### src/rtl/axi_lite_master_if.sv
// AXI4-Lite bus bundle between axi_lite_master and a slave or interconnect.
// The master modport drives the request channels and accepts responses.
interface axi_lite_master_if #(
  parameter int ADDR_W = 32,
  parameter int DATA_W = 32
);
  logic [ADDR_W-1:0]   m_awaddr;
  logic                m_awvalid;
  logic                m_awready;
  logic [DATA_W-1:0]   m_wdata;
  logic [DATA_W/8-1:0] m_wstrb;
  logic                m_wvalid;
  logic                m_wready;
  logic [1:0]          m_bresp;
  logic                m_bvalid;
  logic                m_bready;
  logic [ADDR_W-1:0]   m_araddr;
  logic                m_arvalid;
  logic                m_arready;
  logic [DATA_W-1:0]   m_rdata;
  logic [1:0]          m_rresp;
  logic                m_rvalid;
  logic                m_rready;

  modport master (
    output m_awaddr, m_awvalid, input m_awready,
    output m_wdata, m_wstrb, m_wvalid, input m_wready,
    input m_bresp, m_bvalid, output m_bready,
    output m_araddr, m_arvalid, input m_arready,
    input m_rdata, m_rresp, m_rvalid, output m_rready
  );

  modport slave (
    input m_awaddr, m_awvalid, output m_awready,
    input m_wdata, m_wstrb, m_wvalid, output m_wready,
    output m_bresp, m_bvalid, input m_bready,
    input m_araddr, m_arvalid, output m_arready,
    output m_rdata, m_rresp, m_rvalid, input m_rready
  );
endinterface

### src/rtl/axi_lite_master.sv
// AXI4-Lite master engine: command pulses in, complete AXI4-Lite write and
// read transactions out, on two fully independent paths.
// Optional hung-slave watchdog: define AXIL_MASTER_TIMEOUT_EN to enable it.
module axi_lite_master #(
  parameter int ADDR_W         = 32,
  parameter int DATA_W         = 32,
  parameter int TIMEOUT_CYCLES = 256
) (
  input  logic                aclk,
  input  logic                aresetn,
  input  logic                start_write,
  input  logic [ADDR_W-1:0]   waddr,
  input  logic [DATA_W-1:0]   wdata,
  input  logic [DATA_W/8-1:0] wstrb,
  output logic                w_busy,
  output logic                w_done,
  output logic                w_error,
  input  logic                start_read,
  input  logic [ADDR_W-1:0]   raddr,
  output logic                r_busy,
  output logic [DATA_W-1:0]   rdata,
  output logic                r_done,
  output logic                r_error,
  axi_lite_master_if.master   bus
);

  if (DATA_W != 32 && DATA_W != 64) begin : g_badDataW
    $error("axi_lite_master: DATA_W must be 32 or 64");
  end
  if (TIMEOUT_CYCLES < 2) begin : g_badTimeout
    $error("axi_lite_master: TIMEOUT_CYCLES must be at least 2");
  end

`ifdef AXIL_MASTER_TIMEOUT_EN
  typedef enum logic [1:0] {W_IDLE, W_REQ, W_RESP, W_DRAIN} wState_t;
  typedef enum logic [1:0] {R_IDLE, R_ADDR, R_DATA, R_DRAIN} rState_t;
`else
  typedef enum logic [1:0] {W_IDLE, W_REQ, W_RESP} wState_t;
  typedef enum logic [1:0] {R_IDLE, R_ADDR, R_DATA} rState_t;
`endif

  wState_t r_wState, w_wNext;
  rState_t r_rState, w_rNext;

  logic                r_awSent, r_wSent;
  logic [ADDR_W-1:0]   r_awAddr, r_arAddr;
  logic [DATA_W-1:0]   r_wData, r_rData;
  logic [DATA_W/8-1:0] r_wStrb;
  logic                r_wDone, r_wError, r_rDone, r_rError;
  logic                w_awValid, w_wValid, w_bReady, w_arValid, w_rReady;
  logic                w_wBusy, w_rBusy;
  logic                w_awHs, w_wHs, w_bHs, w_arHs, w_rHs;

  assign w_awHs = w_awValid & bus.m_awready;
  assign w_wHs  = w_wValid  & bus.m_wready;
  assign w_bHs  = w_bReady  & bus.m_bvalid;
  assign w_arHs = w_arValid & bus.m_arready;
  assign w_rHs  = w_rReady  & bus.m_rvalid;

`ifdef AXIL_MASTER_TIMEOUT_EN
  localparam int TIMER_W = $clog2(TIMEOUT_CYCLES) + 1;
  localparam logic [TIMER_W-1:0] TIMER_LAST = TIMER_W'(TIMEOUT_CYCLES - 1);

  logic [TIMER_W-1:0] r_wTimer, r_rTimer;
  logic               w_wTimeout, w_rTimeout;

  // A handshake on the expiry cycle counts as progress, so it wins over the timeout.
  assign w_wTimeout = (r_wState != W_IDLE) && !(w_awHs || w_wHs || w_bHs) && (r_wTimer == TIMER_LAST);
  assign w_rTimeout = (r_rState != R_IDLE) && !(w_arHs || w_rHs) && (r_rTimer == TIMER_LAST);

  // Write watchdog: restarts on every state change and every handshake.
  always_ff @(posedge aclk or negedge aresetn) begin
    if (!aresetn) r_wTimer <= '0;
    else if (r_wState == W_IDLE || w_wNext != r_wState || w_awHs || w_wHs || w_bHs) r_wTimer <= '0;
    else r_wTimer <= r_wTimer + 1'b1;
  end

  // Read watchdog: same rules as the write side.
  always_ff @(posedge aclk or negedge aresetn) begin
    if (!aresetn) r_rTimer <= '0;
    else if (r_rState == R_IDLE || w_rNext != r_rState || w_arHs || w_rHs) r_rTimer <= '0;
    else r_rTimer <= r_rTimer + 1'b1;
  end
`endif

  // Write FSM state register.
  always_ff @(posedge aclk or negedge aresetn) begin
    if (!aresetn) r_wState <= W_IDLE;
    else          r_wState <= w_wNext;
  end

  // Write next state: AW and W may complete in either order before B is awaited.
  always_comb begin
    w_wNext = r_wState;
    case (r_wState)
      W_IDLE:  if (start_write) w_wNext = W_REQ;
      W_REQ: begin
        if ((r_awSent || w_awHs) && (r_wSent || w_wHs)) w_wNext = W_RESP;
`ifdef AXIL_MASTER_TIMEOUT_EN
        else if (w_wTimeout) w_wNext = W_DRAIN;
`endif
      end
      W_RESP: begin
        if (w_bHs) w_wNext = W_IDLE;
`ifdef AXIL_MASTER_TIMEOUT_EN
        else if (w_wTimeout) w_wNext = W_DRAIN;
`endif
      end
`ifdef AXIL_MASTER_TIMEOUT_EN
      W_DRAIN: if (w_bHs || w_wTimeout) w_wNext = W_IDLE;
`endif
      default: w_wNext = W_IDLE;
    endcase
  end

  // Write outputs: each valid drops on its own handshake via the sent flags.
  always_comb begin
    w_awValid = 1'b0;
    w_wValid  = 1'b0;
    w_bReady  = 1'b0;
    w_wBusy   = (r_wState != W_IDLE);
    case (r_wState)
      W_REQ: begin
        w_awValid = !r_awSent;
        w_wValid  = !r_wSent;
      end
      W_RESP:  w_bReady = 1'b1;
`ifdef AXIL_MASTER_TIMEOUT_EN
      W_DRAIN: w_bReady = 1'b1;
`endif
      default: ;
    endcase
  end

  // Remember which write request channels have already handshaken.
  always_ff @(posedge aclk or negedge aresetn) begin
    if (!aresetn) begin
      r_awSent <= 1'b0;
      r_wSent  <= 1'b0;
    end else if (r_wState == W_REQ) begin
      if (w_awHs) r_awSent <= 1'b1;
      if (w_wHs)  r_wSent  <= 1'b1;
    end else begin
      r_awSent <= 1'b0;
      r_wSent  <= 1'b0;
    end
  end

  // Capture write command; held until the next accepted command.
  always_ff @(posedge aclk or negedge aresetn) begin
    if (!aresetn) begin
      r_awAddr <= '0;
      r_wData  <= '0;
      r_wStrb  <= '0;
    end else if (r_wState == W_IDLE && start_write) begin
      r_awAddr <= waddr;
      r_wData  <= wdata;
      r_wStrb  <= wstrb;
    end
  end

  // Write completion pulse; a drained stray response never produces one.
  always_ff @(posedge aclk or negedge aresetn) begin
    if (!aresetn) begin
      r_wDone  <= 1'b0;
      r_wError <= 1'b0;
    end else begin
      r_wDone  <= 1'b0;
      r_wError <= 1'b0;
      if (r_wState == W_RESP && w_bHs) begin
        r_wDone  <= 1'b1;
        r_wError <= (bus.m_bresp != 2'b00);
      end
`ifdef AXIL_MASTER_TIMEOUT_EN
      else if (w_wTimeout && (r_wState == W_REQ || r_wState == W_RESP)) begin
        r_wDone  <= 1'b1;
        r_wError <= 1'b1;
      end
`endif
    end
  end

  // Read FSM state register.
  always_ff @(posedge aclk or negedge aresetn) begin
    if (!aresetn) r_rState <= R_IDLE;
    else          r_rState <= w_rNext;
  end

  // Read next state: address phase, then data phase.
  always_comb begin
    w_rNext = r_rState;
    case (r_rState)
      R_IDLE: if (start_read) w_rNext = R_ADDR;
      R_ADDR: begin
        if (w_arHs) w_rNext = R_DATA;
`ifdef AXIL_MASTER_TIMEOUT_EN
        else if (w_rTimeout) w_rNext = R_DRAIN;
`endif
      end
      R_DATA: begin
        if (w_rHs) w_rNext = R_IDLE;
`ifdef AXIL_MASTER_TIMEOUT_EN
        else if (w_rTimeout) w_rNext = R_DRAIN;
`endif
      end
`ifdef AXIL_MASTER_TIMEOUT_EN
      R_DRAIN: if (w_rHs || w_rTimeout) w_rNext = R_IDLE;
`endif
      default: w_rNext = R_IDLE;
    endcase
  end

  // Read outputs decoded from state.
  always_comb begin
    w_arValid = 1'b0;
    w_rReady  = 1'b0;
    w_rBusy   = (r_rState != R_IDLE);
    case (r_rState)
      R_ADDR:  w_arValid = 1'b1;
      R_DATA:  w_rReady  = 1'b1;
`ifdef AXIL_MASTER_TIMEOUT_EN
      R_DRAIN: w_rReady  = 1'b1;
`endif
      default: ;
    endcase
  end

  // Capture read address on accept; latch read data only on a real R handshake.
  always_ff @(posedge aclk or negedge aresetn) begin
    if (!aresetn) begin
      r_arAddr <= '0;
      r_rData  <= '0;
    end else begin
      if (r_rState == R_IDLE && start_read) r_arAddr <= raddr;
      if (r_rState == R_DATA && w_rHs)      r_rData  <= bus.m_rdata;
    end
  end

  // Read completion pulse; a drained stray response never produces one.
  always_ff @(posedge aclk or negedge aresetn) begin
    if (!aresetn) begin
      r_rDone  <= 1'b0;
      r_rError <= 1'b0;
    end else begin
      r_rDone  <= 1'b0;
      r_rError <= 1'b0;
      if (r_rState == R_DATA && w_rHs) begin
        r_rDone  <= 1'b1;
        r_rError <= (bus.m_rresp != 2'b00);
      end
`ifdef AXIL_MASTER_TIMEOUT_EN
      else if (w_rTimeout && (r_rState == R_ADDR || r_rState == R_DATA)) begin
        r_rDone  <= 1'b1;
        r_rError <= 1'b1;
      end
`endif
    end
  end

  assign bus.m_awaddr  = r_awAddr;
  assign bus.m_awvalid = w_awValid;
  assign bus.m_wdata   = r_wData;
  assign bus.m_wstrb   = r_wStrb;
  assign bus.m_wvalid  = w_wValid;
  assign bus.m_bready  = w_bReady;
  assign bus.m_araddr  = r_arAddr;
  assign bus.m_arvalid = w_arValid;
  assign bus.m_rready  = w_rReady;
  assign w_busy        = w_wBusy;
  assign w_done        = r_wDone;
  assign w_error       = r_wError;
  assign r_busy        = w_rBusy;
  assign rdata         = r_rData;
  assign r_done        = r_rDone;
  assign r_error       = r_rError;

endmodule

### src/flat_wrapper.sv
// flat-port wrapper written by rule: the top's interface ports become plain ports
module axi_lite_master_flat 
#(
  parameter int ADDR_W         = 32,
  parameter int DATA_W         = 32,
  parameter int TIMEOUT_CYCLES = 256
)
  (aclk, aresetn, start_write, waddr, wdata, wstrb, w_busy, w_done, w_error, start_read, raddr, r_busy, rdata, r_done, r_error, bus_m_awaddr, bus_m_awvalid, bus_m_awready, bus_m_wdata, bus_m_wstrb, bus_m_wvalid, bus_m_wready, bus_m_bresp, bus_m_bvalid, bus_m_bready, bus_m_araddr, bus_m_arvalid, bus_m_arready, bus_m_rdata, bus_m_rresp, bus_m_rvalid, bus_m_rready);
  axi_lite_master_if #(.ADDR_W(ADDR_W), .DATA_W(DATA_W)) bus_i ();
  input  logic aclk;
  input  logic aresetn;
  input  logic start_write;
  input  logic [ADDR_W-1:0] waddr;
  input  logic [DATA_W-1:0] wdata;
  input  logic [DATA_W/8-1:0] wstrb;
  output logic w_busy;
  output logic w_done;
  output logic w_error;
  input  logic start_read;
  input  logic [ADDR_W-1:0] raddr;
  output logic r_busy;
  output logic [DATA_W-1:0] rdata;
  output logic r_done;
  output logic r_error;
  output wire logic [$bits(bus_i.m_awaddr)-1:0] bus_m_awaddr;
  output wire logic [$bits(bus_i.m_awvalid)-1:0] bus_m_awvalid;
  input wire logic [$bits(bus_i.m_awready)-1:0] bus_m_awready;
  output wire logic [$bits(bus_i.m_wdata)-1:0] bus_m_wdata;
  output wire logic [$bits(bus_i.m_wstrb)-1:0] bus_m_wstrb;
  output wire logic [$bits(bus_i.m_wvalid)-1:0] bus_m_wvalid;
  input wire logic [$bits(bus_i.m_wready)-1:0] bus_m_wready;
  input wire logic [$bits(bus_i.m_bresp)-1:0] bus_m_bresp;
  input wire logic [$bits(bus_i.m_bvalid)-1:0] bus_m_bvalid;
  output wire logic [$bits(bus_i.m_bready)-1:0] bus_m_bready;
  output wire logic [$bits(bus_i.m_araddr)-1:0] bus_m_araddr;
  output wire logic [$bits(bus_i.m_arvalid)-1:0] bus_m_arvalid;
  input wire logic [$bits(bus_i.m_arready)-1:0] bus_m_arready;
  input wire logic [$bits(bus_i.m_rdata)-1:0] bus_m_rdata;
  input wire logic [$bits(bus_i.m_rresp)-1:0] bus_m_rresp;
  input wire logic [$bits(bus_i.m_rvalid)-1:0] bus_m_rvalid;
  output wire logic [$bits(bus_i.m_rready)-1:0] bus_m_rready;
  assign bus_m_awaddr = bus_i.m_awaddr;
  assign bus_m_awvalid = bus_i.m_awvalid;
  assign bus_i.m_awready = bus_m_awready;
  assign bus_m_wdata = bus_i.m_wdata;
  assign bus_m_wstrb = bus_i.m_wstrb;
  assign bus_m_wvalid = bus_i.m_wvalid;
  assign bus_i.m_wready = bus_m_wready;
  assign bus_i.m_bresp = bus_m_bresp;
  assign bus_i.m_bvalid = bus_m_bvalid;
  assign bus_m_bready = bus_i.m_bready;
  assign bus_m_araddr = bus_i.m_araddr;
  assign bus_m_arvalid = bus_i.m_arvalid;
  assign bus_i.m_arready = bus_m_arready;
  assign bus_i.m_rdata = bus_m_rdata;
  assign bus_i.m_rresp = bus_m_rresp;
  assign bus_i.m_rvalid = bus_m_rvalid;
  assign bus_m_rready = bus_i.m_rready;
  axi_lite_master #(.ADDR_W(ADDR_W), .DATA_W(DATA_W), .TIMEOUT_CYCLES(TIMEOUT_CYCLES)) u_core (.aclk(aclk), .aresetn(aresetn), .start_write(start_write), .waddr(waddr), .wdata(wdata), .wstrb(wstrb), .w_busy(w_busy), .w_done(w_done), .w_error(w_error), .start_read(start_read), .raddr(raddr), .r_busy(r_busy), .rdata(rdata), .r_done(r_done), .r_error(r_error), .bus(bus_i));
endmodule
### config.mk
export PLATFORM = sky130hd
export DESIGN_NAME = axi_lite_master_flat
export DESIGN_NICKNAME = d
export VERILOG_FILES = /design/src/rtl/axi_lite_master_if.sv /design/src/rtl/axi_lite_master.sv /design/src/flat_wrapper.sv
export SDC_FILE = /design/constraint.sdc
export NUM_CORES = 1
export LEC_CHECK = 0
export CAP_MARGIN = 5
export CORE_MARGIN = 4
export CORE_UTILIZATION = 39
export DETAILED_ROUTE_END_ITERATION = 6
export PLACE_DENSITY_LB_ADDON = 0.2
export SYNTH_ARGS = -nofsm -noshare
export SYNTH_HDL_FRONTEND = slang
export SYNTH_SLANG_ARGS = --single-unit
### constraint.sdc
create_clock -name aclk -period 1.9 [get_ports aclk]
set_input_delay 0.285 -clock aclk [delete_from_list [all_inputs] [get_ports aclk]]
set_output_delay 0.285 -clock aclk [all_outputs]
set_load 0.02 [all_outputs]
==> results_dict.tcl, run 1 <==
set metrics [dict create \
    crit_chain "or2_2 -> dlygate4sd2_1" \
    setup_viol 0 \
    pre_cts_ws_ns 0.0637 \
    p_int_uw 11400 \
    required_ns 1.62 \
    grt_use_met3_pct 8.02 \
    fin_skew_ns 0.00504 \
    worst_slack_ns 0.110 \
    power.density_nw_per_um2 1870 \
    grt_pass1_wl_mm 22.7 \
    gp_congestion 0.758 \
    hold_viol 0 \
    clock.fmax_mhz 559 \
    crit_path_top_delay_cell "dfrtp_1" \
    met2_usage_pct 34.5 \
    ant_nets 0 \
    grt_max_degree 62 \
    io_pins 288 \
    netSwitchingFraction_pct 33.3 \
    cts_tree "done" \
    critPathCaptureType "output pin" \
    seq_power_share_pct 31.5 \
    die_w_um 125 \
    power_frac_comb_pct 46.8 \
    synth_compound_area_share_pct 0.921 \
    cts.sinks 142 \
    synth_xor_area_share_pct 0 \
    busiest_layer "met2" \
    synth_area_leaders "dfrtp_1 (67%), mux2_2 (26%), mux2_1 (1.9%)" \
    drc 0 \
    worst_pin_slew_ns 0.405 \
    grt_pass1_vias 4378 \
    synth_top_family_by_area "multiplexers" \
    cts_buffers 17 \
    async_flop_share_pct 100 \
    start_util_pct 39.9 \
    synthAdderAreaFrac_pct 0 \
    nNetsFinal 761 \
    yosys_warnings 0 \
    worstPathArrival_ns 1.51 \
    synth_cell_types 19 \
    dieArea_um2 15500 \
    drt_iter0_markers 93 \
    ys_ff_latch 142 \
    p_switching_uw 5680 \
    rsz0062_at_grt "no" \
    synth_flop_cell "dfrtp_1" \
    worstPathMaxFanout 6 \
    yosys.cell_count.top_type "dfrtp_1" \
    finalWirelength_mm 14.3 \
    area_growth_pct 71.9 \
    critPathKind "flip-flop to output pin" \
    clkLatencyLatePin_ns 0.41 \
    synth-edff-count 0 \
    timing.hold.ws_ns 0.359 \
    relSlewSlack_pct 73.0 \
    dieHeight_um 125 \
    vdd_drop_max_mv 0.929 \
    antenna_cells 0 \
    routed_via_density 4.68 \
    grt_overflow_total 0 \
    period_needed_ns 1.79 \
    synth-simple-area-share_pct 2.17 \
    drive_gt1_share_pct 26.7 \
    synth_top_area_share_pct 67.0 \
    setup.worst_path.start_class "flip-flop" \
    hpwl_mm 10.8 \
    cts_root_buf "clkbuf_16" \
    antenna_found_initial 0 \
    rows 42 \
    cts_buffer_depth 2 \
    setup_tns_ns 0 \
    grt_use_met1_pct 17.8 \
    utilization_pct 68.5 \
    multi_input_area_um2 1670 \
    power_uw 17100 \
    clk_pin_slew_ns 0.06 \
    core-area_um2 13300 \
    avgSynthCellArea_um2 16.8 \
    synthCells 316 \
    status "finished, final reports clean" \
    synth_area_leader_cell "dfrtp_1" \
    vias 3767 \
    htreeDepth 4 \
    drt-wirelength-per-cell_um 17.7 \
    nFillCells 940 \
    regArea_um2 3550 \
    drt-pass1-iter-count 4 \
    syn-num-nets 461 \
    pwr-share-clk_pct 21.7 \
    slowest_delay_ns 0.47 \
    period_share_pct 94.2 \
    ys_seq_area_share_pct 67.0 \
    gr-usage-all-layers_pct 18.8 \
    drv_cap 0 \
    drv_slew 0 \
    synthTopCellsByCount "dfrtp_1 (142), mux2_2 (123), mux2_1 (9), buf_2 (8), nor2_1 (8)" \
    numPortBuffers 287 \
    muxShareOfSynthArea_pct 28.0 \
    synth_area_um2 5300 \
    hp-class "input port to asynchronous set/reset pin" \
    cellLeakagePower_uw 0.00383 \
]
## metal layers
layer | vias to the layer above | share of wire [%] | routed length (µm)
met5 | - | 0 | 0
met4 | 0 | 3.1 | 436
met3 | 31 | 8.5 | 1220
met2 | 159 | 54 | 7750
met1 | 1867 | 34 | 4850
li1 | 1710 | - | -
## per-stage QoR
step           cell area [µm²]  std cells
6_report                  9110        805
5_1_grt                   9110        805
4_1_cts                   9110        805
3_5_place_dp              8450        772
3_3_place_gp              8450        772
2_1_floorplan             5300        316
## worst max-delay path: cells and delay by family (launching register included)
family        cells  cell delay, ns
buf+inv           1            0.32
simple gates      1            0.31
flops             1            0.47
## path summary, 6_finish.rpt
kind,startpoint,end,slack (ns),cells past startpoint
max in group asynchronous,aresetn,u_core.bus.m_araddr[10],0.85,3
worst max-delay path,u_core.r_wState[0],w_busy,0.11,2
min in group aclk,bus_m_rresp[0],u_core.r_error,0.46,3
worst min-delay path,aresetn,u_core.bus.m_wdata[6],0.36,2
worst min register to register,u_core.bus.m_awaddr[6],u_core.bus.m_awaddr[6],0.49,1
worst max register to register,u_core.r_wState[0],u_core.bus.m_wdata[15],0.33,3
## flip-flops by register name, indices dropped and copies added (netlist names)
signal	flops
u_core.w_error	1
u_core.bus.m_wdata	32
u_core.r_wState	2
u_core.r_done	1
u_core.r_error	1
u_core.bus.m_araddr	32
u_core.r_rState	2
u_core.bus.m_wstrb	4
u_core.bus.m_awaddr	32
u_core.w_done	1
u_core.rdata	32
u_core.r_awSent	1
u_core.r_wSent	1
## cell type report
cell class,count,area share [%]
clock buffer,20,4.90
clock inverter,12,2.36
inverter,4,0.165
multi-input combinational,157,18.3
sequential,142,39.0
tap,176,2.42
timing repair buffer,294,32.9
## power by group through the flow
stage	Sequential (µW)	Clock (µW)	Combinational [µW]
finish	5380	3690	7980
CTS	5400	3780	8120
global route	5580	3920	8410
detailed placement	5420	0	8130
global placement	5330	0	8020
floorplan	7140	0	2240
## cell families after synthesis
logic type	after synthesis
buf+inv	17
simple gates	19
flops	142
compound gates	6
mux	132
## layout by cell type, fill, tap and decap left out, types with 4 or more instances in the layout
cell               n
dfrtp_1          141
nor2b_1            4
bufinv_16          6
clkbuf_16         17
nor2_1             8
dlygate4sd2_1      5
inv_1              4
mux2_1             9
clkdlybuf4s50_1  279
buf_12             6
clkinv_2           4
mux2_2           123
## timing repair
action,CTS,global route
setup endpoints to repair,7,2
cloned,0,0
hold buffers,1,0
setup buffers,0,0
gates resized for setup,10,3
endpoints found under the hold margin,40,0
Note: power is estimated with default switching activity, not from simulation.
==> run 2, diff against run 1 <==
Settings changed: CAP_MARGIN 5 to 10, CORE_UTILIZATION 39 to 35.
Clock period 1.9 ns to 1.47 ns, I/O delays scaled along.
==> results_dict.tcl, run 2 (synthesis results as in run 1) <==
set metrics [dict create \
    rows 44 \
    cts.sinks 142 \
    cts_tree "done" \
    violations "negative setup slack" \
    slowest_delay_ns 0.40 \
    power.density_nw_per_um2 2350 \
    worstPathArrival_ns 1.93 \
    drc 0 \
    io_pins 288 \
    timing.hold.ws_ns 0.264 \
    core-area_um2 14700 \
    die_w_um 131 \
    crit_chain "buf_6 -> nor3b_4 -> buf_6 -> buf_12 -> buf_16 -> mux2_4" \
    required_ns 1.78 \
    relSlewSlack_pct 75.2 \
    cts_buffers 17 \
    worstPathMaxFanout 7 \
    p_int_uw 15200 \
    setup_viol 90 \
    routed_via_density 4.74 \
    period_share_pct 110 \
    grt_max_degree 42 \
    gr-usage-all-layers_pct 19.6 \
    vdd_drop_max_mv 1.47 \
    htreeDepth 4 \
    power_frac_comb_pct 50.9 \
    dieArea_um2 17200 \
    finalWirelength_mm 17.1 \
    clk_pin_slew_ns 0.05 \
    clock.fmax_mhz 617 \
    dieHeight_um 131 \
    utilization_pct 67.7 \
    area_growth_pct 87.8 \
    antenna_found_initial 0 \
    final_cell_mix "clkdlybuf4s50_1 (143), dfrtp_1 (141), dlygate4sd2_1 (136)" \
    worst_pin_slew_ns 0.372 \
    drv_slew 0 \
    p_switching_uw 8170 \
    grt_pass1_vias 4615 \
    hpwl_mm 11.4 \
    drive_gt1_share_pct 33.9 \
    rsz0062_at_grt "yes" \
    clkLatencyLatePin_ns 0.42 \
    start_util_pct 36.1 \
    numPortBuffers 287 \
    drt-pass1-iter-count 4 \
    nNetsFinal 799 \
    seq_power_share_pct 29.8 \
    cpMostUsedCell "buf_6" \
    critPathCaptureType "flip-flop" \
    drt-wirelength-per-cell_um 20.1 \
    period_needed_ns 1.62 \
    drv_cap 0 \
    pwr-share-clk_pct 19.2 \
    hold_viol 0 \
    antenna_cells 0 \
    crit_path_top_delay_cell "dfrtp_1" \
    cellLeakagePower_uw 0.00472 \
    worst_slack_ns -0.150 \
    gp_congestion 0.704 \
    ant_nets 0 \
    cts_buffer_depth 2 \
    setup.worst_path.start_class "flip-flop" \
    nFillCells 1064 \
    netSwitchingFraction_pct 34.9 \
    grt_pass1_wl_mm 25.0 \
    status "finished with violations" \
    cts_root_buf "clkbuf_16" \
    hp-class "input port to asynchronous set/reset pin" \
    drt_iter0_markers 153 \
    vias 4035 \
    critPathKind "flip-flop to flip-flop" \
    fin_skew_ns 0.00812 \
    grt_overflow_total 0 \
    placed_cell_area_um2 8540 \
    layout_commonest_cell "clkdlybuf4s50_1" \
    fin_area_um2 9950 \
]
run 2: routing by layer:
metal / vias up / share of wire [%] / global-route usage [%]
met4: 0 / 2.3 / 7.92
met5: - / 0 / 0
met2: 162 / 55 / 35.8
met3: 25 / 7.1 / 6.16
li1: 1793 / - / -
met1: 2055 / 36 / 20.8
run 2: what timing repair did:
item,CTS,global route
setup buffers,14,5
endpoints found under the setup margin,242,128
hold buffers,1,0
gates resized for setup,259,66
hold endpoints to repair,32,0
cloned,9,3
pin swaps,2,3
run 2: power by group through the flow:
| stage | logic, µW | clock network [µW] | registers, µW |
|---|---|---|---|
| global route | 12500 | 4780 | 7220 |
| finish | 11900 | 4500 | 6980 |
| global placement | 10500 | 0 | 6870 |
| CTS | 11300 | 4580 | 6910 |
| floorplan | 2890 | 0 | 9230 |
| detailed placement | 10700 | 0 | 6990 |
run 2: critical path, delay by kind of cell, from the launching register on:
family | cells | cell delay, ns
buffers and inverters | 4 | 0.58
flip-flops | 1 | 0.40
multiplexers | 1 | 0.30
AND/OR/NAND/NOR | 1 | 0.23
run 2: area by class of cell:
type                            instances  area (µm²)  share of cell area [%]
Clock inverter                          9         130                    1.31
Timing Repair Buffer                  332        3440                    34.5
Clock buffer                           23         498                    5.00
Inverter                                4        15.0                   0.151
Tap cell                              184         230                    2.31
Multi-Input combinational cell        157        2090                    21.0
Sequential cell                       142        3550                    35.7
run 2: final timing paths:
kind / start / to / slack, ns / cells past startpoint
min in group aclk: bus_m_rresp[0] / u_core.r_error / 0.37 / 3
worst min-delay path: aresetn / u_core.bus.m_wdata[2] / 0.26 / 2
max in group asynchronous: aresetn / u_core.rdata[18] / 0.64 / 3
worst max register to register: u_core.r_wState[1] / u_core.bus.m_awaddr[8] / -0.15 / 6
worst max-delay path: u_core.r_wState[1] / u_core.bus.m_awaddr[8] / -0.15 / 6
worst min register to register: u_core.rdata[17] / u_core.rdata[17] / 0.50 / 1
run 2: per-stage QoR:
stage / worst slack (ns) / total power, µW / instances / setup TNS, ns
2_1_floorplan: 0.00825 / 12100 / 316 / 0
3_3_place_gp: -0.258 / 17400 / 790 / -22.38
3_5_place_dp: -0.307 / 17700 / 790 / -24.91
4_1_cts: -0.135 / 22800 / 846 / -5.65
5_1_grt: -0.190 / 24500 / 851 / -11.19
6_report: -0.150 / 23400 / 851 / -7.01
==> RTL edit (settings of run 2) <==
Register the output `r_error` once more, without a reset; this adds one clock of latency there. The other outputs are not delayed to match.
--- a/src/rtl/axi_lite_master.sv
+++ b/src/rtl/axi_lite_master.sv
@@ -274,3 +274,5 @@
   assign r_done        = r_rDone;
-  assign r_error       = r_rError;
+  always_ff @(posedge aclk) begin
+    r_error <= r_rError;
+  end
 
Function: changed (a bounded check fails within 4 cycles, from zero or initial values and one cycle with aresetn low).
==> RTL edit against run 2 <==
The flow still finishes with violations (setup timing); routed wire length decreased by 0.68%; cell area decreased by 3.3%; core utilization shrank 2.2 points; non-clock buffer count down 12; setup slack better by 0.051 ns; sequential cell count up 1; combinational power decreased by 6%; synthesized area is 0.38% higher; synthesized cell count is 0.32% higher; total power is 4.2% lower; count of clock-buffer cells in the layout shrank 1; critical endpoint is now u_core.bus.m_wdata[24]$_DFFE_PN0P_.
==> RTL edit: results (changes against run 2) <==
Outcome
  – Status: finished, violations left
  – Failing checks: setup timing

Global route
  – Global Route met1 Usage: 20.31% (-0.46 points)
  – Vias in the first global route: 4413 (-4.4%)
  – Largest net degree at the start of global routing: 46 (+9.5%)
  – Met3 Track Usage GR: 7.989% (+1.8 points)
  – First-pass GRT wire length: 25120 um (+0.38%)
  – GRT met2 Usage: 33.44% (-2.3 points)

Place
  – PortBufs: 287 (unchanged)
  – DP Wirelength: 11240 um (-1.8%)
  – DP Worst Slack: -0.2985 ns (+0.008764 ns)
  – Placement Cell Area: 8523 um^2 (-0.23%)

Pwr
  – Clock power share: 19.0% (-0.2 points)
  – Peak supply drop: 1.090 mV (-26%)
  – Pwr Total: 22.41 mW (-4.2%)
  – Switching share of power: 35.72% (+0.79 points)
  – Leak: 4.511 nW (-4.3%)

STA
  – Worst setup margin: -0.09931 ns (+0.05056 ns)
  – Final setup violation count: 105 (+17%)
  – Final Skew: 0.006159 ns (-0.001965 ns)
  – Setup tns final: -6.205 ns (+0.8090 ns)
  – Worst slew pin tran: 0.3353 ns (-0.03684 ns)

Worst setup path
  – Crit-path max cell delay: 0.40 ns (about the same)
  – CP max-delay cell: dfrtp_1
  – Critical Path AT: 1.86 ns (-0.07 ns)

CTS
  – Post_cts resized: 252 (-2.7%)
  – Setup bufs post-CTS: 12 (-2)
  – Worst-skew pair later-pin latency: 0.40 ns (-0.02 ns)

Cells and area
  – Nets@finish: 788 (-1.4%)
  – Layout cells sized above 1: 31.86% (-2.0 points)
  – Layout Cells excl Fill: 840 (-1.3%)

Detailed routing
  – WL/cell: 20.21 um (+0.62%)
  – Via count: 3919 (-2.9%)
  – Met3 wire length: 1476 um (+22%)
  – Metal-1 WL: 6385 um (+3.9%)
  – Iteration-0 DRC Markers: 113 (-26%)

Synth
  – Synth top area cells: dfrtp_1, mux2_2, mux2_1
  – Synth Net Count: 462 (+0.22%)
  – Seq/Total Area, Yosys: 67.17% (+0.12 points)
  – Mapped Cells: 317 (+0.32%)
  – Netlist cell types: 20 (+1)
  – Asr flop ratio synth: 99.30% (-0.70 points)
RTL edit: changes by cell type in the layout (fill, tap and decap cells not counted), moves of 3 or more:
| cell | before | now |
|---|---|---|
| mux2_1 | 0 | 7 |
| mux2_4 | 100 | 77 |
| mux2_2 | 32 | 48 |
| buf_16 | 7 | 1 |
| buf_6 | 20 | 17 |
RTL edit: logic make-up (layout without fill, tap and decap cells):
family / after synthesis / count (layout) / share of synthesized area (%)
buf+inv: 17 / 356 / 1.811
simple gates: 19 / 19 / 2.164
mux: 132 / 132 / 27.94
compound gates: 6 / 6 / 0.9175
flops: 143 / 143 / 67.17
RTL edit: path summary, 6_finish.rpt:
check                                                    start                                  end  slack, ns  cells after the start
min in group aclk                    u_core.r_rError$_DFF_PN0_               u_core.r_error$_DFF_P_       0.35                      0
worst max-delay path            u_core.r_wState[1]$_DFFE_PN0P_   u_core.bus.m_wdata[24]$_DFFE_PN0P_       -0.1                      5
worst min-delay path                                   aresetn   u_core.bus.m_wdata[15]$_DFFE_PN0P_       0.29                      2
max in group asynchronous                              aresetn  u_core.bus.m_araddr[13]$_DFFE_PN0P_       0.62                      3
worst max register to register  u_core.r_wState[1]$_DFFE_PN0P_   u_core.bus.m_wdata[24]$_DFFE_PN0P_       -0.1                      5
worst min register to register       u_core.r_rError$_DFF_PN0_               u_core.r_error$_DFF_P_       0.35                      0
RTL edit: worst reg2reg max path: stages (launching register included):
cell       delay [ns]
dfrtp_1          0.40
buf_6            0.13
nor3b_4          0.21
buf_6            0.20
clkbuf_16        0.18
mux2_2           0.33
RTL edit: layout make-up:
cell class,count,area [um^2]
clock buffer,22,484.2
clock inverter,10,108.9
fill,1146,5072
inverter,4,15.01
multi-input combinational,157,1997
sequential,143,3577
tap,184,230.2
timing repair buffer,320,3214
